$ cat src/rtl/tia_hmove_pkg.sv
// Shared constants, state encoding and object indices for the TIA HMOVE controller.
package tia_hmove_pkg;

  localparam int SLOT_CLOCKS  = 4;
  localparam int SLOT_COUNT   = 16;
  localparam int BLANK_CLOCKS = 8;

  localparam logic [1:0] IDLE  = 2'd0;
  localparam logic [1:0] ARMED = 2'd1;
  localparam logic [1:0] RUN   = 2'd2;

  localparam int P0 = 0;
  localparam int P1 = 1;
  localparam int M0 = 2;
  localparam int M1 = 3;
  localparam int BL = 4;
  localparam int NUM_OBJECTS = 5;

  // Signed motion -8..+7 maps to 0..15 extra clocks by flipping the sign bit.
  function automatic logic [3:0] extra_clocks(input logic [3:0] motion);
    return {~motion[3], motion[2:0]};
  endfunction

endpackage

$ cat src/rtl/tia_hmove_object_comparator.sv
// One movable object's motion register and its registered extra-clock enable.
module tia_hmove_object_comparator
  import tia_hmove_pkg::*;
(
  input  logic       clk,
  input  logic       reset_bar,
  input  logic       load,
  input  logic       clear,
  input  logic [3:0] data,
  input  logic       run,
  input  logic       phase_zero,
  input  logic [3:0] slot,
  output logic       ec_bar
);

  logic [3:0] motion;
  logic [3:0] count;

  assign count = extra_clocks(motion);

  always_ff @(posedge clk or negedge reset_bar) begin
    if (!reset_bar)
      motion <= '0;
    else if (clear)
      motion <= '0;
    else if (load)
      motion <= data;
  end

  // The comparison uses the register value held before this edge, so a write lands one slot check later.
  always_ff @(posedge clk or negedge reset_bar) begin
    if (!reset_bar)
      ec_bar <= 1'b1;
    else
      ec_bar <= !(run && phase_zero && (slot < count));
  end

endmodule

$ cat src/rtl/tia_horizontal_motion_controller.sv
// TIA HMOVE sequencer: arms on hmove, bursts extra-clock enables per object after line_start.
// Optional macro TIA_HMOVE_BLANK_EN enables the extended-hblank flag; otherwise hmove_blank is tied low.
module tia_horizontal_motion_controller
  import tia_hmove_pkg::*;
(
  input  logic clk,
  input  logic reset_bar,
  input  logic d4,
  input  logic d5,
  input  logic d6,
  input  logic d7,
  input  logic hmp0,
  input  logic hmp1,
  input  logic hmm0,
  input  logic hmm1,
  input  logic hmbl,
  input  logic hmclr,
  input  logic hmove,
  input  logic line_start,
  output logic p0ec_bar,
  output logic p1ec_bar,
  output logic m0ec_bar,
  output logic m1ec_bar,
  output logic blec_bar,
  output logic hmove_blank,
  output logic busy
);

  logic [1:0] state, state_nx;
  logic [3:0] slot, slot_nx;
  logic [1:0] phase, phase_nx;
  logic       pending, pending_nx;
  logic       run_nx;
  logic       phase_zero_nx;
  logic [3:0] data;
  logic [NUM_OBJECTS-1:0] load;
  logic [NUM_OBJECTS-1:0] ec_bar_vec;

  assign data = {d7, d6, d5, d4};
  assign load = {hmbl, hmm1, hmm0, hmp1, hmp0};

  always_comb begin
    state_nx   = state;
    slot_nx    = slot;
    phase_nx   = phase;
    pending_nx = pending;
    case (state)
      IDLE: begin
        if (hmove)
          state_nx = ARMED;
      end
      ARMED: begin
        if (line_start) begin
          state_nx = RUN;
          slot_nx  = '0;
          phase_nx = '0;
        end
      end
      RUN: begin
        pending_nx = pending | hmove;
        // A pending re-arm lets the next line_start restart the burst from slot 0.
        if (line_start && pending) begin
          slot_nx    = '0;
          phase_nx   = '0;
          pending_nx = 1'b0;
        end else if (slot == 4'(SLOT_COUNT - 1) && phase == 2'(SLOT_CLOCKS - 1)) begin
          state_nx   = pending_nx ? ARMED : IDLE;
          pending_nx = 1'b0;
        end else begin
          phase_nx = phase + 2'd1;
          if (phase == 2'(SLOT_CLOCKS - 1))
            slot_nx = slot + 4'd1;
        end
      end
      default: begin
        state_nx   = IDLE;
        pending_nx = 1'b0;
      end
    endcase
  end

  assign run_nx        = (state_nx == RUN);
  assign phase_zero_nx = (phase_nx == 2'd0);

  always_ff @(posedge clk or negedge reset_bar) begin
    if (!reset_bar) begin
      state   <= IDLE;
      slot    <= '0;
      phase   <= '0;
      pending <= 1'b0;
      busy    <= 1'b0;
    end else begin
      state   <= state_nx;
      slot    <= slot_nx;
      phase   <= phase_nx;
      pending <= pending_nx;
      busy    <= run_nx;
    end
  end

`ifdef TIA_HMOVE_BLANK_EN
  // Blank covers the first BLANK_CLOCKS positions of the burst, i.e. slots 0 and 1.
  always_ff @(posedge clk or negedge reset_bar) begin
    if (!reset_bar)
      hmove_blank <= 1'b0;
    else
      hmove_blank <= run_nx && ({slot_nx, phase_nx} < 6'(BLANK_CLOCKS));
  end
`else
  assign hmove_blank = 1'b0;
`endif

  for (genvar i = 0; i < NUM_OBJECTS; i++) begin : g_obj
    tia_hmove_object_comparator u_cmp (
      .clk        (clk),
      .reset_bar  (reset_bar),
      .load       (load[i]),
      .clear      (hmclr),
      .data       (data),
      .run        (run_nx),
      .phase_zero (phase_zero_nx),
      .slot       (slot_nx),
      .ec_bar     (ec_bar_vec[i])
    );
  end

  assign p0ec_bar = ec_bar_vec[P0];
  assign p1ec_bar = ec_bar_vec[P1];
  assign m0ec_bar = ec_bar_vec[M0];
  assign m1ec_bar = ec_bar_vec[M1];
  assign blec_bar = ec_bar_vec[BL];

endmodule

$ cat config.mk
export PLATFORM = sky130hd
export DESIGN_NAME = tia_horizontal_motion_controller
export DESIGN_NICKNAME = d
export VERILOG_FILES = /design/src/rtl/tia_hmove_pkg.sv /design/src/rtl/tia_hmove_object_comparator.sv /design/src/rtl/tia_horizontal_motion_controller.sv
export SDC_FILE = /design/constraint.sdc
export NUM_CORES = 1
export LEC_CHECK = 0
export CAP_MARGIN = 25
export CORE_MARGIN = 10
export CORE_UTILIZATION = 30
export DETAILED_ROUTE_END_ITERATION = 10
export SYNTH_ARGS = -nofsm -noshare
export SYNTH_HDL_FRONTEND = slang
export SYNTH_SLANG_ARGS = --single-unit
$ cat constraint.sdc
create_clock -name clk -period 3.1 [get_ports clk]
set_input_delay 0.465 -clock clk [delete_from_list [all_inputs] [get_ports clk]]
set_output_delay 0.465 -clock clk [all_outputs]
set_load 0.05 [all_outputs]
# After elaboration in Yosys (flattened, before gate mapping)
# Index checks and enable logic that the tools add are counted.
# W data, S select, Z words.
[word_totals]
ff_bits = 35
input_bits = 14
out_inout_bits = 7
elab_cells = 82
[classes]
addsub = 2
order_cmp = 5
n_eq_ne = 5
muxes = 28
n_bitwise = 6
reduce_logical = 21
[ops]
columns = ["op", "n"]
rows = [
  ["$mux W4", 14],
  ["$lt A4 B4 Y1", 5],
  ["$mux W2", 7],
  ["$reduce_bool A2 Y1", 5],
  ["$logic_and A1 B1 Y1", 8],
  ["$pmux W4 S2", 1],
  ["$eq A2 B2 Y1 const B", 3],
  ["$pmux W2 S3", 1],
  ["$logic_not A1 Y1", 5],
  ["$not A1 Y1", 5],
  ["$add A4 B1 Y4 const B", 1],
  ["$eq A4 B4 Y1 const B", 1],
  ["$logic_not A2 Y1", 2],
  ["$pmux W2 S2", 1],
  ["$mux W1", 3],
  ["$add A2 B1 Y2 const B", 1],
  ["$eq A2 B1 Y1 const B", 1],
  ["$pmux W1 S2", 1],
  ["$reduce_or A2 Y1", 1],
  ["$or A1 B1 Y1", 1],
]

# Longest topological paths before layout
[depth]
depth_word = 9
mapped_depth = 13

# By module
# A second synthesis with hierarchy kept.
[unflattened]
hier_cells = 194
area_unflattened_um2 = 1964.4
[by_module_without_submodules]
columns = ["module", "instances", "cells_each", "area_each_um2", "seq_area_each_um2"]
rows = [
  ["tia_hmove_object_comparator", 5, 25, 262.8, 126.4],
  ["tia_horizontal_motion_controller", 1, 69, 650.6, 250.2],
]

# Worst setup path before layout
# No wires, ideal clock.
[synth_timing]
path_kind = "reg2reg"
from = "reg state[0]"
to = "reg g_obj[1].u_cmp.ec_bar"
setup_time_ps = 90
t_arrival_ps = 2463
required_time_ps = 3010
setup_slack_ps = 547
stages_incl_launch_ff = 14
path_cell_list = "dfrtp_1 -> inv_1 -> ha_1 -> a21boi_2 -> and2_4 -> buf_6 -> a31oi_1 -> a31oi_1 -> ha_1 -> a21o_1 -> nand2_1 -> nand3b_1 -> o221ai_1 -> nand2_1"
[synth_lines]
columns = ["item", "line", "rtl"]
rows = [
  ["from (decl)", "tia_horizontal_motion_controller.sv:29", "logic [1:0] state, state_nx;"],
  ["from (signal assigned)", "tia_horizontal_motion_controller.sv:93", "state <= state_nx;"],
  ["$eq A2 B2 Y1 / $eq A2 B1 Y1 (equally long branches)", "tia_horizontal_motion_controller.sv:47", "case (state)"],
  ["$pmux W4 S2 (*)", "tia_horizontal_motion_controller.sv:47", ""],
  ["via g_obj[0].u_cmp.slot[2]", "tia_hmove_object_comparator.sv:12", "input logic [3:0] slot,"],
  ["$lt A4 B4 Y1 (*)", "tia_hmove_object_comparator.sv:35", "ec_bar <= !(run && phase_zero && (slot < count));"],
  ["$logic_and A1 B1 Y1 (*)", "tia_hmove_object_comparator.sv:35", ""],
  ["$logic_not A1 Y1 (*)", "tia_hmove_object_comparator.sv:35", ""],
  ["to (signal assigned)", "tia_hmove_object_comparator.sv:35", ""],
  ["to (decl)", "tia_hmove_object_comparator.sv:13", "output logic ec_bar"],
]
# The timed path passes the listed nets; every way through them passes the cells marked *.
# A chain may end at the register's enable or synchronous reset.

# Worst setup path in the final report
[layout_timing]
from = "reg state[0]"
to = "reg g_obj[3].u_cmp.ec_bar"
[layout_lines]
columns = ["item", "line"]
rows = [
  ["$eq A2 B2 Y1 / $eq A2 B1 Y1 (equally long branches)", "tia_horizontal_motion_controller.sv:47"],
  ["$pmux W4 S2 (*)", "tia_horizontal_motion_controller.sv:47"],
  ["via g_obj[0].u_cmp.slot[2]", "tia_hmove_object_comparator.sv:12"],
  ["$lt A4 B4 Y1 (*)", "tia_hmove_object_comparator.sv:35"],
  ["$logic_and A1 B1 Y1 (*)", "tia_hmove_object_comparator.sv:35"],
  ["$logic_not A1 Y1 (*)", "tia_hmove_object_comparator.sv:35"],
  ["to (signal assigned)", "tia_hmove_object_comparator.sv:35"],
  ["to (decl)", "tia_hmove_object_comparator.sv:13"],
]
# Marked as above.

==> impl_metrics.env <==
export IMPL_drtAntennaViolNets=0
export IMPL_ir_worst_vdd_v=0.000244
export IMPL_ctsLongestPathBuffers=2
export IMPL_rows=30
export IMPL_grt_use_met3_pct=2.91
export IMPL_diodes=0
export IMPL_fin_cells=323
export IMPL_synthesis_nets=241
export IMPL_slew_headroom_pct=54.1
export IMPL_multi_input_area_um2=1140
export IMPL_syn_area_per_cell_um2=10.3
export IMPL_hold_viol_final=0
export IMPL_slew_violations=0
export IMPL_pin_count=21
export IMPL_cp_max_fo=6
export IMPL_dominantRegCellSynth="dfrtp_1"
export IMPL_post_cts_buffers=0
export IMPL_start_util_pct=31.0
export IMPL_syn_area_um2=2120
export IMPL_grt_usage_pct=9.03
export IMPL_postCtsHoldBufs=0
export IMPL_synth_seq_area_share_pct=41.7
export IMPL_overflow=0
export IMPL_cts_tree="done"
export IMPL_dp_worst_setup_slack_ns=0.169
export IMPL_routed_via_density=4.76
export IMPL_ff_latch_area_um2=882
export IMPL_worst_slack_ns=0.383
export IMPL_final_min_clock_period_ns=2.72
export IMPL_drt_total_wl_um=4670
export IMPL_p_per_area_nw_per_um2=578
export IMPL_end_kind="flop"
export IMPL_fin_crit_sh_pct=87.6
export IMPL_hpwl_um=3490
export IMPL_drt_iter0_drc=74
export IMPL_drive_above_1_share_pct=10.1
export IMPL_die_h_um=104
export IMPL_antenna_found_initial=0
export IMPL_leakage_uw=0.00116
export IMPL_required_ns=3.30
export IMPL_grtUsageMet2_pct=13.7
export IMPL_hp_class="reg -> reg"
export IMPL_wl_per_cell_um=14.4
export IMPL_async_reset_ff_share_pct=100
export IMPL_netlist_instances=206
export IMPL_crit_type="reg -> reg"
export IMPL_rsz0062_at_grt="no"
export IMPL_htreeDepth=2
export IMPL_worstSetupStartpointType="flop"
export IMPL_num_nets_final=261
export IMPL_ys_ff_latch=35
export IMPL_cts_sinks=35
export IMPL_met1_usage_pct=11.7
export IMPL_synth_warning_count=0
export IMPL_drc=0
export IMPL_r2r_slack_ns=0.38
export IMPL_status="finished, final reports clean"
export IMPL_cts_clk_slew_worst_paths_ns=0.08
export IMPL_crit_arrival_ns=2.92
export IMPL_grt_first_pass_wirelength_um=8050
export IMPL_synth_edf_count=0
export IMPL_fp_dieW_um=104
export IMPL_synth_distinct_cells=36
export IMPL_tns_ns=0
export IMPL_fillers=724
export IMPL_first_pass_iters=4
export IMPL_fmax_mhz=368
export IMPL_setup_viol=0
export IMPL_grt_max_degree=36
export IMPL_post_cts_resized=0
export IMPL_tightest_slew_ns=0.687
export IMPL_vias=1538
export IMPL_dieArea_um2=10800
export IMPL_clkLatencyLatePin_ns=0.29
export IMPL_clock_root_buffer="clkbuf_8"
export IMPL_fin_skew_ns=0.0111
export IMPL_io_buffers=19
export IMPL_core_area_um2=6830
export IMPL_cap_violations=0
export IMPL_grt_busiest_layer="met2"
export IMPL_gp_congestion=0.776
export IMPL_areaGrowthSynthToFinish_pct=17.8
export IMPL_placedCellCount=315
export IMPL_grt_pass1_vias=1589
export IMPL_numCtsBuffers=5
==> power breakdown <==
group / internal, uW / switching, uW / total [uW] / leakage, uW
Sequential: 542 / 50.3 / 592 / 0.000453
Clock: 156 / 175 / 331 / 0.0000402
Combinational: 193 / 324 / 517 / 0.000662
==> stage by stage <==
stage	area, um^2	power, uW	util, %	hold slack, ns
2_1_floorplan	2120	968	-	0.169
3_3_place_gp	2400	1120	35.2	0.506
3_5_place_dp	2400	1120	35.2	0.511
4_1_cts	2490	1460	36.5	0.529
5_1_grt	2490	1540	36.5	0.561
6_report	2490	1440	36.5	0.521
==> worst paths after layout <==
path / endpoint / depth (start not counted) / startpoint
max: g_obj[3].u_cmp.ec_bar$_DFF_PN1_ / 13 / state[0]$_DFF_PN0_
min: g_obj[1].u_cmp.motion[2]$_DFFE_PN0P_ / 2 / g_obj[1].u_cmp.motion[2]$_DFFE_PN0P_
max reg2reg: g_obj[3].u_cmp.ec_bar$_DFF_PN1_ / 13 / state[0]$_DFF_PN0_
min reg2reg: g_obj[1].u_cmp.motion[2]$_DFFE_PN0P_ / 2 / g_obj[1].u_cmp.motion[2]$_DFFE_PN0P_
max in group asynchronous: g_obj[0].u_cmp.ec_bar$_DFF_PN1_ / 2 / reset_bar
min in group asynchronous: pending$_DFFE_PN0N_ / 2 / reset_bar
==> cell families (layout without fill, tap and decap cells) <==
group | count (synthesis) | in the layout | synth area share [%]
other | 1 | 1 | 0.177
AOI/OAI and AO/OA | 45 | 45 | 16.0
and+or+nand+nor | 62 | 62 | 15.8
adders and majority gates | 21 | 21 | 12.4
DFF | 35 | 35 | 41.7
buffers and inverters | 22 | 43 | 4.44
muxes | 20 | 20 | 9.46
==> state kept, by name, summed over array words and instances, names as in the netlist <==
name and cells:
slot 4, pending 1, g_obj.u_cmp.ec_bar 5, phase 2
g_obj.u_cmp.motion 20, busy 1, state 2
==> worst max-delay path: stages (launching register included) <==
cell	delay, ns
dfrtp_1	0.43
inv_1	0.14
ha_1	0.22
a21boi_2	0.30
and2_4	0.23
a31oi_1	0.08
a31oi_1	0.16
buf_4	0.18
ha_1	0.25
a21o_1	0.16
nand2_1	0.08
nand3b_1	0.08
o221ai_1	0.26
nand2_1	0.09
==> layout by cell type, fill, tap and decap left out, types with 3 or more instances in the layout <==
cell type	instances
buf_4	3
ha_1	21
a21o_1	5
mux2i_1	20
a31oi_1	4
nor2_1	24
nand3b_1	6
dfrtp_1	30
clkdlybuf4s50_1	19
o221ai_1	5
o21a_1	10
inv_1	13
o21ai_0	4
dfstp_2	5
nand2_1	16
nand4b_1	5
a21oi_1	5
clkbuf_8	5
==> area by class of cell <==
type | instances | share of cell area (%)
Clock buffer | 5 | 2.76
Clock inverter | 3 | 0.803
Inverter | 13 | 1.96
Multi-Input combinational cell | 149 | 45.7
Sequential cell | 35 | 35.4
Tap cell | 96 | 4.82
Timing Repair Buffer | 22 | 8.53
==> synthesized netlist by cell type, types with 2 or more instances <==
cell / count / area (um^2)
a31oi_1: 4 / 25.0
nor2b_1: 2 / 12.5
dfrtp_1: 30 / 751
o221ai_1: 5 / 43.8
nand3b_1: 6 / 45.0
nand2_1: 16 / 60.1
o21a_1: 10 / 75.1
ha_1: 21 / 263
dfstp_2: 5 / 131
o31ai_1: 2 / 15.0
and2_1: 2 / 12.5
a21oi_1: 5 / 25.0
o21ai_0: 4 / 20.0
clkbuf_1: 7 / 26.3
a21boi_0: 2 / 15.0
nor2_1: 24 / 90.1
a21o_1: 5 / 37.5
nand4b_1: 5 / 43.8
inv_1: 13 / 48.8
and4_1: 2 / 17.5
o211ai_1: 2 / 15.0
mux2i_1: 20 / 200
==> metal layers <==
layer | share of wire (%) | routed length [um]
met1 | 50 | 2340
met2 | 45 | 2110
met3 | 4.4 | 203
met4 | 0.34 | 16
met5 | 0 | 0
No activity file was read; power rests on OpenSTA's default activity.
